==> config.mk <==
export PLATFORM = sky130hd
export DESIGN_NAME = lightsaber_blade_ignition
export DESIGN_NICKNAME = d
export VERILOG_FILES = /design/src/rtl/lightsaber_blade_ignition.sv
export SDC_FILE = /design/constraint.sdc
export NUM_CORES = 1
export LEC_CHECK = 0
export ABC_AREA = 0
export CORE_MARGIN = 1
export CORE_UTILIZATION = 58
export CTS_BUF_LIST = sky130_fd_sc_hd__clkbuf_4
export CTS_CLUSTER_DIAMETER = 120
export DETAILED_ROUTE_END_ITERATION = 16
export PLACE_DENSITY = 0.95
export SETUP_SLACK_MARGIN = 0.02
export SLEW_MARGIN = 30
export SYNTH_ARGS = -nofsm -noshare
export SYNTH_HDL_FRONTEND = slang
export SYNTH_SLANG_ARGS = --single-unit
==> constraint.sdc <==
create_clock -name clk -period 5.2 [get_ports clk]
set_clock_uncertainty 0.2 [all_clocks]
set_input_delay 1.3 -clock clk [delete_from_list [all_inputs] [get_ports clk]]
set_output_delay 1.3 -clock clk [all_outputs]
set_load 0.005 [all_outputs]
==> src/rtl/lightsaber_blade_ignition.sv <==
// Blade ignition/retraction ramp: turns the 2-bit blade configuration into per-emitter
// lengths that walk one unit every STEP_DIV cycles toward their targets.
module lightsaber_blade_ignition #(
    parameter int LEN_W    = 4,
    parameter int MAX_LEN  = 15,
    parameter int HILT_LEN = 3,
    parameter int STEP_DIV = 4
) (
    input  logic             clk,
    input  logic             rst,
    input  logic             en,
    input  logic [1:0]       cfg,
    output logic [LEN_W-1:0] main_len,
    output logic [LEN_W-1:0] rear_len,
    output logic [LEN_W-1:0] hilt_len,
    output logic [1:0]       state,
    output logic             stable
);

    localparam int DIV_W = (STEP_DIV > 1) ? $clog2(STEP_DIV) : 1;
    localparam logic [DIV_W-1:0] DIV_LAST = DIV_W'(STEP_DIV - 1);

    typedef enum logic [1:0] {
        ST_OFF     = 2'd0,
        ST_RAMPING = 2'd1,
        ST_STABLE  = 2'd2
    } state_e;

    state_e           state_q, state_d;
    logic [DIV_W-1:0] div_cnt_q, div_cnt_d;
    logic [LEN_W-1:0] main_q, main_d;
    logic [LEN_W-1:0] rear_q, rear_d;
    logic [LEN_W-1:0] hilt_q, hilt_d;

    logic [1:0]       cfg_eff;
    logic [LEN_W-1:0] main_tgt, rear_tgt, hilt_tgt;
    logic [LEN_W-1:0] main_step, rear_step, hilt_step;
    logic             any_tgt, match, step_match;

    // Compare before adjusting so an unsigned length can never wrap.
    function automatic logic [LEN_W-1:0] step_toward(input logic [LEN_W-1:0] cur,
                                                     input logic [LEN_W-1:0] tgt);
        if (cur < tgt) return cur + LEN_W'(1);
        if (cur > tgt) return cur - LEN_W'(1);
        return cur;
    endfunction

    assign cfg_eff  = en ? cfg : 2'd0;
    assign main_tgt = (cfg_eff != 2'd0) ? LEN_W'(MAX_LEN) : '0;
    assign rear_tgt = (cfg_eff[1])      ? LEN_W'(MAX_LEN) : '0;
    assign hilt_tgt = (cfg_eff == 2'd3) ? LEN_W'(HILT_LEN) : '0;
    assign any_tgt  = (cfg_eff != 2'd0);

    assign match = (main_q == main_tgt) && (rear_q == rear_tgt) && (hilt_q == hilt_tgt);

    assign main_step  = step_toward(main_q, main_tgt);
    assign rear_step  = step_toward(rear_q, rear_tgt);
    assign hilt_step  = step_toward(hilt_q, hilt_tgt);
    assign step_match = (main_step == main_tgt) && (rear_step == rear_tgt) &&
                        (hilt_step == hilt_tgt);

    // NOTE: every always_comb output gets a default first so no path can infer a latch.
    always_comb begin
        state_d   = state_q;
        div_cnt_d = '0;
        main_d    = main_q;
        rear_d    = rear_q;
        hilt_d    = hilt_q;
        unique case (state_q)
            ST_RAMPING: begin
                if (match) begin
                    state_d = any_tgt ? ST_STABLE : ST_OFF;
                end else if (div_cnt_q != DIV_LAST) begin
                    div_cnt_d = div_cnt_q + DIV_W'(1);
                end else begin
                    main_d = main_step;
                    rear_d = rear_step;
                    hilt_d = hilt_step;
                    if (step_match) state_d = any_tgt ? ST_STABLE : ST_OFF;
                end
            end
            default: begin
                if (!match) state_d = ST_RAMPING;
            end
        endcase
    end

    // NOTE: sequential state uses non-blocking assignments only, so every register
    // samples the pre-edge values regardless of statement order.
    always_ff @(posedge clk) begin
        if (rst) begin
            state_q   <= ST_OFF;
            div_cnt_q <= '0;
            main_q    <= '0;
            rear_q    <= '0;
            hilt_q    <= '0;
        end else begin
            state_q   <= state_d;
            div_cnt_q <= div_cnt_d;
            main_q    <= main_d;
            rear_q    <= rear_d;
            hilt_q    <= hilt_d;
        end
    end

    assign main_len = main_q;
    assign rear_len = rear_q;
    assign hilt_len = hilt_q;
    assign state    = state_q;
    assign stable   = (state_q == ST_STABLE);

endmodule

== Word level (Yosys, flattened, before mapping) ==
Index checks and enable logic that the tools add are counted.

* $add $sub $neg: 7
* $lt $le $gt $ge: 6
* Equal/unequal tests: 13
* Muxes and demuxes: 31
* Bitwise logic cells: 3
* Reduce and logical (&&, ||, !) cells: 8

{| class="wikitable"
|+ Operators by type and width
! operator !! count
|-
| 2-to-1 mux 4 bit || 14
|-
| == test 4 bit || 4
|-
| 2-to-1 mux 2 bit || 8
|-
| adder 4 x 1 -> 4 bit (second input constant) || 3
|-
| subtractor 4 x 1 -> 4 bit (second input constant) || 3
|-
| 2-to-1 mux 1 bit || 9
|-
| == test 4 x 2 -> 1 bit || 2
|-
| > comparator 4 bit || 2
|-
| less-than comparator 4 bit || 2
|-
| != test 3 bit (second input constant) || 2
|-
| AND reduction 3 bit || 2
|-
| == test 2 bit (second input constant) || 2
|-
| > comparator 4 x 2 -> 1 bit || 1
|-
| logical AND 1 bit || 4
|-
| less-than comparator 4 x 2 -> 1 bit || 1
|-
| OR reduction 4 bit || 1
|-
| NOT 1 bit || 3
|-
| adder 2 x 1 -> 2 bit (second input constant) || 1
|-
| == test 2 x 1 -> 1 bit (second input constant) || 1
|-
| != test 2 x 1 -> 1 bit (second input constant) || 1
|-
| != test 2 bit (second input constant) || 1
|-
| nonzero test 2 bit || 1
|}

* Register bits after elaboration: 16
* Bits of input ports: 5
* Output and inout port bits: 15
* Logic and storage cells: 73

== Logic depth before layout (Yosys ltp) ==
* Word-level depth: 15
* Gate-level depth with buffers: 10
* Gate-level depth less buffers: 10

== Worst setup path after synthesis ==
OpenSTA, ideal clock, no wires.

* Path kind: input to register
* Start: input en
* End: register state_q[0] (netlist: state[0])
* Library setup time: 140 ps
* Arrival time: 3105 ps
* Required time: 4860 ps
* Path slack: 1755 ps
* Stages: 10
* Path buffers: 0
* Cell sequence: and2_1 > inv_1 > ha_1 > nand3_1 > or3_4 > and3_4 > nor3_4 > nand4_1 > o41ai_2 > a221oi_1

* Word-level cells in the longest chain between the ends: 13
* Elaborated cells between the ends (all ways): 46
* Classes of those cells: order compare (6); eq/ne (10); mux (24); reduce/logical (6)

{| class="wikitable"
|+ Ends and longest elaborated chain
! item !! RTL line !! RTL
|-
| start, declared || 11 || <nowiki>input logic en,</nowiki>
|-
| 2-to-1 mux 2 bit * || 48 || <nowiki>assign cfg_eff = en ? cfg : 2'd0;</nowiki>
|-
| nonzero test 2 bit || 49 || <nowiki>assign main_tgt = (cfg_eff != 2'd0) ? LEN_W'(MAX_LEN) : '0;</nowiki>
|-
| 2-to-1 mux 4 bit || 49 ||
|-
| > comparator 4 bit || 44 || <nowiki>if (cur > tgt) return cur - LEN_W'(1);</nowiki>
|-
| 2-to-1 mux 1 bit (2 in series) || 44 ||
|-
| 2-to-1 mux 4 bit || 45 || <nowiki>return cur;</nowiki>
|-
| 2-to-1 mux 4 bit || 44 ||
|-
| == test 4 bit || 59 || <nowiki>assign step_match = (main_step == main_tgt) && (rear_step == rear_tgt) &&</nowiki>
|-
| logical AND 1 bit (2 in series) || 59 ||
|-
| != test 3 bit (no line) || -- ||
|-
| AND reduction 3 bit (no line) || -- ||
|-
| end signal, assigned || 98 || <nowiki>state_q <= state_d;</nowiki>
|-
| end, declared || 29 || <nowiki>state_e state_q, state_d;</nowiki>
|}

Every way passes the cells marked *; elsewhere a longest branch is shown, timed or not. The select of a mux whose other input is x is not followed.
A chain may end at the register's enable or synchronous reset.

== Worst setup path in the final report ==
* Start: input cfg[1]
* End: register rear_q[1] (netlist: rear_len[1])

* Word-level cells in the longest chain between the ends: 8
* Elaborated cells between the ends (all ways): 21
* Classes of those cells: order compare (2); eq/ne (4); mux (10); bitwise (1); reduce/logical (4)

{| class="wikitable"
|+ Ends and longest elaborated chain
! item !! RTL line !! RTL
|-
| start, declared || 12 || <nowiki>input logic [1:0] cfg,</nowiki>
|-
| 2-to-1 mux 2 bit * || 48 ||
|-
| branches (longest 7 deep; another with > comparator 4 bit) || -- ||
|-
| end signal, assigned || 101 || <nowiki>rear_q <= rear_d;</nowiki>
|-
| end, declared || 32 || <nowiki>logic [LEN_W-1:0] rear_q, rear_d;</nowiki>
|}

Every way passes the cells marked *. The select of a mux whose other input is x is not followed.

==> results_dict.tcl <==
set metrics [dict create \
    hold_viol 0 \
    gp_congestion 0.9068 \
    critPathRequiredTime_ps 5200 \
    grt_first_pass_wirelength_um 5927 \
    cts.hold.buffers_added 0 \
    hp-class "reg -> reg" \
    finalCritPeriodShare_pct 80.08 \
    ioPinCount 20 \
    cts_num_sinks 16 \
    post_cts_buffers 0 \
    slew_violations 0 \
    yosysUniqueCellTypes 48 \
    nNetsFinal 219 \
    dpl_worst_slack_ps 759.6 \
    cts_max_path_buffers 2 \
    synthCells 186 \
    synth_area_um2 1413 \
    synth_seq_cells 16 \
    vias_per_cell 6.513 \
    cp-end-kind "flop" \
    clk_pin_slew_ps 110 \
    vdd_drop_max_mv 0.1343 \
    layout_commonest_cell "a21oi_1" \
    rows 17 \
    synth_nets 202 \
    dr_total_vias 1498 \
    syn_area_per_cell_um2 7.595 \
    core_area_um2 2255 \
    numCtsBuffers 3 \
    final_cell_mix "a21oi_1, clkdlybuf4s50_1, nor2_1, dfxtp_1, nand2_1" \
    synth_warnings 0 \
    syn2layout_area_growth_pct 15.32 \
    fmax_mhz 240.1 \
    criticalPathCategory "in -> reg" \
    cp.arrival_ps 4170 \
    synthFlopType "dfxtp_1" \
    post-route-min-period_ps 4164 \
    grt_pass1_vias 1362 \
    async_flop_share_pct 0 \
    overflow 0 \
    portBuffers 19 \
    die_h_um 51.35 \
    setup_ws_ps 1036 \
    setup_tns_ps 0 \
    drtIter0Drc 64 \
    hpwl_um 2684 \
    dieArea_um2 2637 \
    start_util_pct 62.65 \
    firstDrtPassIters 5 \
    h-tree-depth 1 \
    setup_violations 0 \
    antenna_cells 0 \
    outcome "finished, final reports clean" \
    tightest_slew_ps 752.3 \
    path_max_fanout 10 \
    cts_resized 0 \
    worst_slew_margin_rel_pct 49.32 \
    synth-edff-count 0 \
    cts_tree "yes" \
    grt_max_degree 17 \
    startpoint_type "input pin" \
    grt_usage_pct 29.89 \
    cellPowerDensity_nw_per_um2 152.6 \
    ant_nets 0 \
    rsz0062_at_grt "false" \
    dieWidth_um 51.35 \
    clk_latency_ps 300 \
    antenna_found_initial 0 \
    post_drt_wl_per_cell_um 15.23 \
    p_leak_uw 0.0005874 \
    cap_viol_max_count 0 \
    synth-seq-area-share_pct 22.67 \
    ctsRootBufferMaster "clkbuf_4" \
    drc_errors 0 \
    drt-total-wl_um 3503 \
    drive_above_1_share_pct 7.426 \
]
per-stage QoR:
| stage | hold slack [ps] | util (%) | total power (uW) | cell area, um2 | std cells |
|---|---|---|---|---|---|
| floorplan | 205.3 | - | 164.1 | 1413 | 186 |
| global placement | 212.6 | 71.09 | 174.5 | 1603 | 226 |
| detailed placement | 220.6 | 71.09 | 177.1 | 1603 | 226 |
| CTS | 236.8 | 72.25 | 248.8 | 1629 | 230 |
| global route | 276.2 | 72.25 | 257.7 | 1629 | 230 |
| finish | 235.1 | 72.25 | 248.5 | 1629 | 230 |
critical path, cell delays in order:
cell	delay (ps)
clkdlybuf4s50_1	580
and3_2	290
inv_1	120
ha_1	400
inv_1	110
nor3_1	340
nand3_1	220
nor3_4	380
nor2_2	170
a211oi_1	260
final timing paths:
check / from / endpoint / slack (ps) / cells past startpoint
hold reg to reg: div_cnt_q[0] / div_cnt_q[0] / 240 / 1
hold / removal: div_cnt_q[0] / div_cnt_q[0] / 240 / 1
setup / recovery: cfg[1] / rear_len[1] / 1040 / 10
setup reg to reg: hilt_len[0] / state[0] / 2450 / 8
where the power goes:
group	switching, uW	internal [uW]	leakage, uW
logic	28.4	20.8	0.000443
registers	1.69	124	0.000129
clock network	45.3	28.0	0.0000154
synthesized netlist by cell type (all sizes together) (3+ instances only):
| library cell | number | area share, % |
|---|---|---|
| or3 | 3 | 1.7 |
| ha | 11 | 9.7 |
| a211oi | 5 | 2.7 |
| inv | 11 | 2.9 |
| and3 | 4 | 2.3 |
| nand4 | 3 | 1.3 |
| nor3 | 10 | 5.1 |
| nand3 | 7 | 2.5 |
| a21oi | 21 | 7.4 |
| dfxtp | 16 | 23 |
| xnor2 | 5 | 3.1 |
| mux2i | 3 | 2.1 |
| o21ai | 13 | 4.6 |
| nor2 | 17 | 4.7 |
| clkbuf | 5 | 1.3 |
| nand2 | 15 | 4.0 |
registers in the layout (all words and copies together) (netlist names):
register	cells
main_len	4
hilt_len	4
div_cnt_q	2
state	2
rear_len	4
metal layers:
layer  track usage [%]  wire length [um]
met5                 0                 0
met4             16.22               124
met3             5.952               193
met2             52.19              1714
met1             33.82              1471
logic make-up after synthesis:
family                   synth area share (%)
XOR/XNOR                                4.340
AO/OA/AOI/OAI                           27.81
buffers and inverters                   5.403
adder cells (fa/ha/maj)                 9.743
AND/OR/NAND/NOR                         27.90
flip-flops                              22.68
multiplexers                            2.126
layout make-up:
class,instances,area (um2)
Timing Repair Buffer,19,190.2
Sequential cell,16,320.3
Multi-Input combinational cell,152,1016
Inverter,11,41.29
Tap cell,28,35.03
Fill cell,183,625.6
Clock buffer,3,22.52
Clock inverter,1,3.754
Power figures use the tool's default switching activity.
